===== config.mk =====
export PLATFORM = sky130hd
export DESIGN_NAME = conv_ram_reader
export DESIGN_NICKNAME = d
export VERILOG_FILES = /design/src/rtl/conv_pkg.sv /design/src/rtl/conv_rdr_fifo.sv /design/src/rtl/conv_ram_reader.sv
export SDC_FILE = /design/constraint.sdc
export NUM_CORES = 1
export LEC_CHECK = 0
export ABC_AREA = 1
export CAP_MARGIN = 10
export CORE_ASPECT_RATIO = 0.8
export CORE_MARGIN = 10
export CORE_UTILIZATION = 35
export CTS_BUF_LIST = sky130_fd_sc_hd__clkbuf_8
export DETAILED_ROUTE_END_ITERATION = 10
export GPL_ROUTABILITY_DRIVEN = 0
export GPL_TIMING_DRIVEN = 0
export PLACE_DENSITY = 0.67
export SLEW_MARGIN = 20
export SYNTH_ARGS = -nofsm -noshare
export SYNTH_HDL_FRONTEND = slang
export SYNTH_SLANG_ARGS = --single-unit

===== constraint.sdc =====
create_clock -name clk -period 3.77 [get_ports clk]
set_input_delay 0.754 -clock clk [delete_from_list [all_inputs] [get_ports clk]]
set_output_delay 0.754 -clock clk [all_outputs]
set_load 0.02 [all_outputs]

===== src/rtl/conv_pkg.sv =====
// Shared constants and FSM state encoding for the Conv RAM reader.
// Default frame geometry is 8x8 pixels, 8-bit pixels, 64-entry RAM.
package conv_pkg;

    localparam int IMG_DIM    = 8;
    localparam int PIX_W      = 8;
    localparam int ADDR_W     = 6;
    localparam int FIFO_DEPTH = 3;
    localparam int CNT_W      = 2;

    typedef enum logic [1:0] {
        ST_IDLE  = 2'd0,
        ST_FETCH = 2'd1,
        ST_DRAIN = 2'd2,
        ST_DONE  = 2'd3
    } state_t;

endpackage


===== src/rtl/conv_rdr_fifo.sv =====
// Three-entry shift-register FIFO. The head is always entry 0, so the
// outputs it drives come straight from flops.
module conv_rdr_fifo
    import conv_pkg::*;
#(
    parameter int W = PIX_W + 1
) (
    input  logic             clk,
    input  logic             rst_n,
    input  logic             push,
    input  logic [W-1:0]     push_data,
    input  logic             pop,
    output logic [W-1:0]     head,
    output logic [CNT_W-1:0] count
);

    localparam logic [CNT_W-1:0] CNT_ONE = CNT_W'(1);

    logic [W-1:0]     mem [0:FIFO_DEPTH-1];
    logic [CNT_W-1:0] wr_idx;
    logic [CNT_W-1:0] count_next;

    // Write slot and occupancy; a simultaneous pop shifts the slot down by one.
    always_comb begin
        wr_idx     = count;
        count_next = count;
        if (pop) begin
            wr_idx = count - CNT_ONE;
        end else begin
            wr_idx = count;
        end
        case ({push, pop})
            2'b10:   count_next = count + CNT_ONE;
            2'b01:   count_next = count - CNT_ONE;
            default: count_next = count;
        endcase
    end

    // Storage: slots at or above count are kept at zero, so an empty FIFO shows zero at its head.
    always_ff @(posedge clk) begin
        if (!rst_n) begin
            count <= '0;
            for (int i = 0; i < FIFO_DEPTH; i++) begin
                mem[i] <= '0;
            end
        end else begin
            count <= count_next;
            if (pop) begin
                for (int i = 0; i < FIFO_DEPTH - 1; i++) begin
                    mem[i] <= mem[i+1];
                end
                mem[FIFO_DEPTH-1] <= '0;
            end
            if (push) begin
                for (int i = 0; i < FIFO_DEPTH; i++) begin
                    if (CNT_W'(i) == wr_idx) begin
                        mem[i] <= push_data;
                    end
                end
            end
        end
    end

    assign head = mem[0];

endmodule


===== src/rtl/conv_ram_reader.sv =====
// Streams one IMG_DIM x IMG_DIM frame from RAM to the Conv stage in raster order.
// Optional pixel checksum output pix_sum is enabled by defining CONV_RDR_CHECKSUM_EN.
module conv_ram_reader
    import conv_pkg::*;
#(
    parameter int IMG_DIM = conv_pkg::IMG_DIM,
    parameter int PIX_W   = conv_pkg::PIX_W,
    parameter int ADDR_W  = conv_pkg::ADDR_W
) (
    input  logic              clk,
    input  logic              rst_n,
    input  logic              start,
    output logic              ram_rd,
    output logic [ADDR_W-1:0] ram_addr,
    input  logic [PIX_W-1:0]  ram_dout,
    output logic              out_st,
    output logic [PIX_W-1:0]  dout,
    output logic              out_last,
    input  logic              ready,
    output logic              busy,
    output logic              done
`ifdef CONV_RDR_CHECKSUM_EN
    ,
    output logic [13:0]       pix_sum
`endif
);

    localparam logic [ADDR_W-1:0] LAST_ADDR = ADDR_W'(IMG_DIM * IMG_DIM - 1);
    localparam logic [ADDR_W-1:0] ADDR_ONE  = ADDR_W'(1);
    localparam logic [2:0]        DEPTH3    = 3'(FIFO_DEPTH);

    state_t           state;
    logic             inflight;
    logic             inflight_last;
    logic             pop;
    logic             can_issue;
    logic             last_issued;
    logic [CNT_W-1:0] fifo_count;
    logic [PIX_W:0]   head;
    logic [2:0]       occupancy;

    conv_rdr_fifo #(
        .W (PIX_W + 1)
    ) u_fifo (
        .clk       (clk),
        .rst_n     (rst_n),
        .push      (inflight),
        .push_data ({inflight_last, ram_dout}),
        .pop       (pop),
        .head      (head),
        .count     (fifo_count)
    );

    assign out_st   = (fifo_count != '0);
    assign dout     = head[PIX_W-1:0];
    assign out_last = head[PIX_W];
    assign pop      = out_st & ready;
    assign busy     = (state != ST_IDLE);
    assign done     = (state == ST_DONE);

    // Slots claimed after this edge: stored pixels, read on the bus, data landing now,
    // less the pixel leaving now. Counting the pop keeps one read per cycle at full rate.
    always_comb begin
        occupancy   = {1'b0, fifo_count} + {2'b00, ram_rd} + {2'b00, inflight} - {2'b00, pop};
        can_issue   = (occupancy < DEPTH3);
        last_issued = (ram_addr == LAST_ADDR);
    end

    // Frame FSM and read issue; ram_addr always holds the most recently issued address.
    always_ff @(posedge clk) begin
        if (!rst_n) begin
            state         <= ST_IDLE;
            ram_rd        <= 1'b0;
            ram_addr      <= '0;
            inflight      <= 1'b0;
            inflight_last <= 1'b0;
        end else begin
            inflight      <= ram_rd;
            inflight_last <= ram_rd & last_issued;
            case (state)
                ST_IDLE: begin
                    if (start) begin
                        state    <= ST_FETCH;
                        ram_rd   <= 1'b1;
                        ram_addr <= '0;
                    end else begin
                        ram_rd <= 1'b0;
                    end
                end
                ST_FETCH: begin
                    if (last_issued) begin
                        state  <= ST_DRAIN;
                        ram_rd <= 1'b0;
                    end else if (can_issue) begin
                        ram_rd   <= 1'b1;
                        ram_addr <= ram_addr + ADDR_ONE;
                    end else begin
                        ram_rd <= 1'b0;
                    end
                end
                ST_DRAIN: begin
                    ram_rd <= 1'b0;
                    if (pop && out_last) begin
                        state <= ST_DONE;
                    end
                end
                ST_DONE: begin
                    ram_rd <= 1'b0;
                    state  <= ST_IDLE;
                end
                default: begin
                    ram_rd <= 1'b0;
                    state  <= ST_IDLE;
                end
            endcase
        end
    end

`ifdef CONV_RDR_CHECKSUM_EN
    // Running sum of accepted pixels, held after done until the next accepted start.
    always_ff @(posedge clk) begin
        if (!rst_n) begin
            pix_sum <= 14'd0;
        end else if ((state == ST_IDLE) && start) begin
            pix_sum <= 14'd0;
        end else if (pop) begin
            pix_sum <= pix_sum + 14'(dout);
        end
    end
`endif

endmodule


==> flow_summary.ini <==
[run_status]
status = finished clean

[cts]
cts.sinks = 40
cts_tree = yes
clock_latency_ns = 0.29
postCtsSetupBuffers = 0
path_clk_slew_ns = 0.08
cts-resized-gates = 0
clk_path_buf_depth = 2
cts_hold_buf = 0
cts.htree.levels = 2
cts-buffers-inserted = 5
cts_root_buffer = clkbuf_8

[logic_synthesis]
avgSynthCellArea_sq_um = 9.65
muxShareOfSynthArea_pct = 0
yosys.area.top_type = edfxtp_1
syn_inst = 222
synth-main-ff-cell = edfxtp_1
synth-simple-area-share_pct = 20.8
netlist_area_sq_mm = 0.00214
yosys.cell_count.top_type = nand2_1
ys_warn_count = 0
ys_async_sr_fraction_pct = 0
synth-compound-area-share_pct = 11.6
synth_nets = 243
synth_edf_count = 27
synth_top_family_by_area = simple AND/OR/NAND/NOR gates
synth_xor_area_share_pct = 1.58
seq_area_frac_synth_pct = 50.0
synth_cell_types = 27
synth_top_area_share_pct = 37.8
ys_top_cells_by_count = 31 x nand2_1, 29 x inv_1, 27 x edfxtp_1, 27 x nand3_1, 25 x nor2_1
yosys-top-cells-area = edfxtp_1 38%, dfxtp_1 12%, o21ai_2 7.8%, nand3_1 6.3%, nand2_1 5.4%
synthAdderAreaFrac_pct = 5.95
synth_seq_cells = 40

[min_path]
holdCritPathClass = flop to flop

[routing]
antenna_left = 0
routed-via-count = 1555
wl_per_cell_microns = 12.3
routed_wl_microns = 4180
drc = 0
post_drt_via_cell_ratio = 4.56
drtIter0Drc = 75
dr.pass1.iters = 4

[finish]
syn_to_final_growth_pct = 24.1
drive_gt1_share_pct = 19.6
finish.net_count = 280
diodes = 0

[power]
ir_drop_uv = 187
power_density_mw_per_mm2 = 608
p_total_uw = 1620
p_leak_uw = 0.00108

[grt]
grt_max_degree = 15
track_usage_pct = 8.83
antenna_found_initial = 0
grt_pass1_wl_microns = 7130
grt_pass1_vias = 1485
gr-total-overflow = 0

[floorplanning]
die_w_microns = 107
die_y_microns = 90.0
start_util_pct = 36.3
design.portCount = 31
core_sq_mm = 0.00591
rows = 25
die-area_sq_mm = 0.00967

[sta]
tightest_slew_ns = 0.396
final-setup-viol-count = 0
max_freq_ghz = 0.317
rsz0062_at_grt = false
slew_viol_final = 0
fin_setup_tns_ns = 0
hold_viol_final = 0
finalCritPeriodShare_pct = 83.6
period_needed_ns = 3.15
slew_headroom_pct = 73.6
finClkSkew_ns = 0.0148

[placed_design]
dp_hpwl_microns = 3240
port_buffers = 30

[critical_path]
crit_type = primary input to flop
worstPathArrival_ns = 3.35
critPathMaxFanout = 5
startpoint_type = primary input
worstSetupEndpointType = flop
cp.required_ns = 3.97

[flow_run]
cap_violations = 0
[routing by layer]
layer / part of all wire [%] / up-vias / global-route usage, %
li1: - / 802 / -
met1: 49 / 719 / 11.8
met2: 45 / 30 / 13.4
met3: 4.5 / 4 / 2.00
met4: 1.3 / 0 / 3.44
met5: 0 / - / 0
[registers in the layout, indices dropped and copies added (netlist names)]
signal / cells
u_fifo.mem: 27
ram_addr: 6
state: 2
u_fifo.count: 2
inflight: 1
inflight_last: 1
ram_rd: 1
[worst paths after layout]
check,slack [ns],startpoint,end,cells past startpoint
max reg2reg,0.80,u_fifo.count[0],ram_addr[1],17
max,0.62,ready,ram_addr[1],15
min,0.48,ram_rd,inflight,2
min reg2reg,0.48,ram_rd,inflight,2
[report_power, final]
group | internal, uW | switching, uW | total, uW
sequential | 584 | 49.1 | 633
combinational | 262 | 368 | 630
clock | 199 | 156 | 356
total | 1050 | 573 | 1620
[area by class of cell]
type | instances | area (sq um)
flip-flops and latches | 40 | 1070
clock buffers | 5 | 68.8
inverters | 32 | 123
multi-input cells | 139 | 856
fillers | 557 | 3250
well taps | 81 | 101
plain buffers | 11 | 93.8
repair buffers | 30 | 300
clock inverters | 3 | 46.3
[cell usage in the layout (no fill, tap or decap), types with 2 or more instances in the layout]
master,instances
nand2_1,31
clkdlybuf4s50_1,30
inv_1,29
nand3_1,27
edfxtp_1,27
nor2_1,25
o21ai_2,19
dfxtp_1,13
buf_4,8
a21oi_1,7
ha_1,7
clkbuf_8,5
o21ai_0,4
buf_6,3
nor3_1,3
inv_2,2
nand2_4,2
nor2_2,2
xor2_1,2
fa_1,2
[critical path: stages]
cell and delay, ns:
clkdlybuf4s50_1 0.44, nand2_4 0.12, inv_4 0.05, ha_1 0.34, fa_1 0.40, fa_1 0.48
inv_1 0.04, nand2_1 0.05, nand3_1 0.10, nand2_1 0.11, nand2_1 0.08, nor2_2 0.19
nand2_1 0.08, nand2_1 0.07, nor2_1 0.04
[metrics by stage]
stage	utilization [%]	setup WS, ns	instance area, sq um	cells	hold WS (ns)
5_1_grt	45.0	0.368	2660	341	0.534
6_report	45.0	0.619	2660	341	0.485
4_1_cts	45.0	0.608	2660	341	0.492
3_3_place_gp	43.0	0.313	2540	333	0.476
2_1_floorplan	-	0.971	2140	222	0.490
3_5_place_dp	43.0	0.302	2540	333	0.477
[cells by family (layout without fill, tap and decap cells)]
logic type	Yosys count	after routing
flip-flops	40	40
XOR/XNOR	3	3
adder cells (fa/ha/maj)	9	9
AO/OA/AOI/OAI	32	32
AND/OR/NAND/NOR	95	95
buffers and inverters	43	81
No activity file was read; power rests on OpenSTA's default activity.
